[config.mk]
export PLATFORM = sky130hd
export DESIGN_NAME = mul_share_ctrl
export DESIGN_NICKNAME = d
export VERILOG_FILES = /design/src/rtl/mul_share_ctrl.sv
export SDC_FILE = /design/constraint.sdc
export NUM_CORES = 1
export LEC_CHECK = 0
export ABC_AREA = 1
export CORE_MARGIN = 3
export CORE_UTILIZATION = 49
export CTS_CLUSTER_DIAMETER = 200
export CTS_CLUSTER_SIZE = 10
export DETAILED_ROUTE_END_ITERATION = 8
export GPL_ROUTABILITY_DRIVEN = 0
export GPL_TIMING_DRIVEN = 0
export PLACE_DENSITY = 0.83
export SLEW_MARGIN = 20
export SYNTH_ARGS = -nofsm -noshare
export SYNTH_HDL_FRONTEND = slang
export SYNTH_SLANG_ARGS = --single-unit
[constraint.sdc]
create_clock -name clk -period 2.3 [get_ports clk]
set_input_delay 0.23 -clock clk [delete_from_list [all_inputs] [get_ports clk]]
set_output_delay 0.23 -clock clk [all_outputs]
set_load 0.005 [all_outputs]
[src/rtl/mul_share_ctrl.sv]
// Shares one sequential shift-add multiplier between NREQ requesters: arbitrate, start, wait N cycles, return product.
// Define MUL_SHARE_RR_EN for round-robin arbitration; otherwise the lowest requesting index wins.
//
// state | meaning
// IDLE  | waiting for any req, winner latched on exit
// START | gnt and mul_start pulsed, counter cleared
// RUN   | multiplier accumulating, counter counts to N
// DONE  | done pulsed, product held on y_out
module mul_share_ctrl #(
  parameter int N    = 2,
  parameter int NREQ = 2
) (
  input  logic                clk,
  input  logic                rst_n,
  input  logic [NREQ-1:0]     req_i,
  input  logic [NREQ*N-1:0]   a_in_i,
  input  logic [NREQ*N-1:0]   b_in_i,
  output logic [NREQ-1:0]     gnt_o,
  output logic [NREQ-1:0]     done_o,
  output logic [2*N-1:0]      y_out_o,
  output logic                busy_o,
  output logic                mul_start_o,
  output logic [N-1:0]        mul_a_o,
  output logic [N-1:0]        mul_b_o,
  input  logic [2*N-1:0]      mul_y_i
);

  localparam int IW = (NREQ > 1) ? $clog2(NREQ) : 1;
  localparam int CW = $clog2(N + 1) + 1;

  typedef enum logic [1:0] {S_IDLE, S_START, S_RUN, S_DONE} state_t;

  state_t            state_q;
  logic [IW-1:0]     owner_q;
  logic [IW-1:0]     win_d;
  logic [CW-1:0]     cnt_q;
  logic [NREQ-1:0]   gnt_q;
  logic [NREQ-1:0]   done_q;
  logic [2*N-1:0]    y_q;
  logic              busy_q;
  logic              mul_start_q;
  logic [N-1:0]      mul_a_q;
  logic [N-1:0]      mul_b_q;

`ifdef MUL_SHARE_RR_EN
  logic [IW-1:0]     ptr_q;
  logic [2*NREQ-1:0] req_dbl;
  logic [NREQ-1:0]   req_rot;

  // Rotate so bit 0 is the pointer position; lowest set bit is then the next in turn.
  assign req_dbl = {req_i, req_i} >> ptr_q;
  assign req_rot = req_dbl[NREQ-1:0];

  always_comb begin
    int sum;
    win_d = '0;
    sum   = 0;
    for (int k = NREQ - 1; k >= 0; k--) begin
      if (req_rot[k]) begin
        sum = int'(ptr_q) + k;
        if (sum >= NREQ) sum = sum - NREQ;
        win_d = IW'(sum);
      end
    end
  end
`else
  always_comb begin
    win_d = '0;
    for (int k = NREQ - 1; k >= 0; k--) begin
      if (req_i[k]) win_d = IW'(k);
    end
  end
`endif

  always_ff @(posedge clk or negedge rst_n) begin
    if (!rst_n) begin
      state_q     <= S_IDLE;
      owner_q     <= '0;
      cnt_q       <= '0;
      gnt_q       <= '0;
      done_q      <= '0;
      y_q         <= '0;
      busy_q      <= 1'b0;
      mul_start_q <= 1'b0;
      mul_a_q     <= '0;
      mul_b_q     <= '0;
`ifdef MUL_SHARE_RR_EN
      ptr_q       <= '0;
`endif
    end else begin
      gnt_q       <= '0;
      done_q      <= '0;
      mul_start_q <= 1'b0;
      case (state_q)
        S_IDLE: begin
          if (|req_i) begin
            owner_q     <= win_d;
            mul_a_q     <= a_in_i[int'(win_d)*N +: N];
            mul_b_q     <= b_in_i[int'(win_d)*N +: N];
            gnt_q       <= NREQ'(1) << win_d;
            mul_start_q <= 1'b1;
            busy_q      <= 1'b1;
            state_q     <= S_START;
          end
        end
        S_START: begin
          cnt_q   <= '0;
          state_q <= S_RUN;
        end
        S_RUN: begin
          if (cnt_q == CW'(N)) begin
            y_q     <= mul_y_i;
            done_q  <= NREQ'(1) << owner_q;
            state_q <= S_DONE;
          end else begin
            cnt_q <= cnt_q + CW'(1);
          end
        end
        S_DONE: begin
          busy_q  <= 1'b0;
          state_q <= S_IDLE;
`ifdef MUL_SHARE_RR_EN
          if (owner_q == IW'(NREQ - 1)) ptr_q <= '0;
          else                          ptr_q <= owner_q + IW'(1);
`endif
        end
        default: state_q <= S_IDLE;
      endcase
    end
  end

  assign gnt_o       = gnt_q;
  assign done_o      = done_q;
  assign y_out_o     = y_q;
  assign busy_o      = busy_q;
  assign mul_start_o = mul_start_q;
  assign mul_a_o     = mul_a_q;
  assign mul_b_o     = mul_b_q;

endmodule
==> results.ini <==
[global_route]
first_global_vias=761
grt_pass1_wl_um=3070
grt_overflow_total=0
grt_use_total=0.159
antenna_found_initial=0
grt_max_degree=21

[synth]
netlist_instances=118
ys_ff_latch=20
netlist-cell-type-count=14
syn_area_per_cell_um2=8.33
synthesis.nets=141
ys_seq_area_frac=0.509
syn_area_um2=983
synth_warnings=0

[clock_network]
root_buffer=clkbuf_4
h-tree-depth=1
cts_made_buffers=3
clock-sinks=20
cts_resized=0
cts_tree=built
cts_hold_buf=0
clk_latency_ns=0.30
cts.path.max_buffers=2
postCtsSetupBuffers=0
clk_pin_slew_ns=0.11

[timing]
worst_pin_slew_ns=0.865
tns_ns=0
finClkSkew_ns=0.00586
finalHoldViolCount=0
fin_crit_sh=0.611
finalSetupViolCount=0
fin_crit_ns=1.40
setup_slack_ns=0.895
maxSlewHeadroom=0.422
slew_viol_final=0
rsz0062_at_grt=no
fmax_mhz=712

[power]
leakagePower_nw=0.748
ir_drop_mv=0.723
switching_share=0.333
clkPwrFrac=0.182
powerDensity_nw_per_um2=1150
power_frac_seq=0.382
total_power_mw=1.54
p_int_mw=1.03
pwr-share-comb=0.436
p_sw_mw=0.514

[drt]
vias_per_cell=4.54
via_count=795
drc=0
wl_per_cell_um=10.3
wl_um=1800
drt_iter0_drc=7
dr.pass1.iters=4
antenna_left=0

[worst_setup_path]
path_class=flip-flop to output pin
cp_cell_sequence=clkdlybuf4s50_1
startpoint_type=flip-flop
crit_fanout=2
max_stage_delay_ns=0.51
cp_slowest_cell=clkdlybuf4s50_1
required_ns=2.07
cp_top_family=buffers and inverters
endpoint_kind=output pin
arrival_ns=1.17
ff2ff_setup_slack_ns=0.99
path_buf_inv=1

[run]
max_cap_viol_count=0

[die]
die_area_um2=2580
die_y_um=50.8
rows=15
die_x_um=50.8
pin_count=30
initial_core_util=0.546
coreArea_um2=1800

[placement]
dpl_worst_slack_ns=0.880
portBuffers=28
placed_area_um2=1290
place_hpwl_um=1450

[cells_and_area]
final_area_um2=1350
register_area_um2=500
area_delta_synth_final_pct=37.0
multi_input_area_um2=370
fillCellCount=135
antenna_cells=0
drive_above_1_share=0.0800
final_nets=174

[run_status]
status=complete, no violations

[hold_path]
min_path_type=input pin to flip-flop

-- path summary, 6_finish.rpt --
check / startpoint / end / depth (start not counted)
worst max-delay path: mul_b_o[0] / mul_b_o[0] / 1
worst min-delay path: req_i[1] / gnt_o[1] / 3
worst max register to register: state_q[0] / mul_b_o[1] / 6
worst min register to register: owner_q / done_o[0] / 1
max in group asynchronous: rst_n / state_q[0] / 1
min in group asynchronous: rst_n / y_out_o[0] / 1
-- flip-flops by register name (all words and copies together) (netlist names) --
register	flops
mul_a_o	2
state_q	2
cnt_q	3
gnt_o	2
owner_q	1
done_o	2
mul_b_o	2
mul_start_o	1
busy_o	1
y_out_o	4
-- placed cells by master, fill, tap and decap left out --
cell / n
nand3_1: 12
inv_2: 4
bufinv_16: 1
buf_6: 1
inv_1: 21
o21ai_1: 6
nand2_1: 39
clkbuf_4: 3
nor2_4: 1
nor2_2: 1
buf_4: 1
or2_1: 2
clkdlybuf4s50_1: 28
dfrtp_1: 20
ha_1: 7
nor2_1: 2
xor2_1: 1
-- cell type report --
type | instances | share of cell area
plain buffers | 2 | 0.0139
clock buffers | 3 | 0.0167
clock inverters | 1 | 0.0223
inverters | 25 | 0.0696
multi-input cells | 71 | 0.275
flip-flops and latches | 20 | 0.371
well taps | 25 | 0.0232
repair buffers | 28 | 0.208
-- power groups by stage --
| stage | sequential [mW] | clock [mW] | combinational, mW |
|---|---|---|---|
| detailed placement | 0.596 | 0 | 0.679 |
| global placement | 0.587 | 0 | 0.649 |
| CTS | 0.591 | 0.288 | 0.686 |
| finish | 0.590 | 0.281 | 0.673 |
| floorplan | 0.597 | 0 | 0.361 |
| global route | 0.610 | 0.304 | 0.766 |
-- routing by layer --
metal  track usage  vias up  share of wire
met3        0.0326        2          0.055
li1              -      415              -
met4        0.0673        0         0.0094
met1         0.181      355           0.43
met5             0        -              0
met2         0.285       23           0.50
-- cell families after synthesis --
family | Yosys count | share of synthesized area
and+or+nand+nor | 57 | 0.248
buffers and inverters | 27 | 0.115
DFF | 20 | 0.509
adders and majority gates | 7 | 0.0891
AOI/OAI and AO/OA | 6 | 0.0305
xor gates and xnor gates | 1 | 0.00891
-- synth_stat cells (all sizes together) --
master   n  area (um^2)
buf      2         18.8
dfrtp   20          500
o21ai    6         30.0
nor2     4         25.0
ha       7         87.6
inv     25         93.8
or2      2         12.5
nand3   12         60.1
xor2     1         8.76
nand2   39          146
-- metrics by stage --
stage,std cells,hold slack (ns),utilization
after floorplan,118,-0.0656,-
after global placement,171,0.409,0.719
after detailed placement,171,0.441,0.719
after CTS,175,0.210,0.748
after global routing,175,0.222,0.748
final,175,0.216,0.748
(Power assumes the default switching activity.)
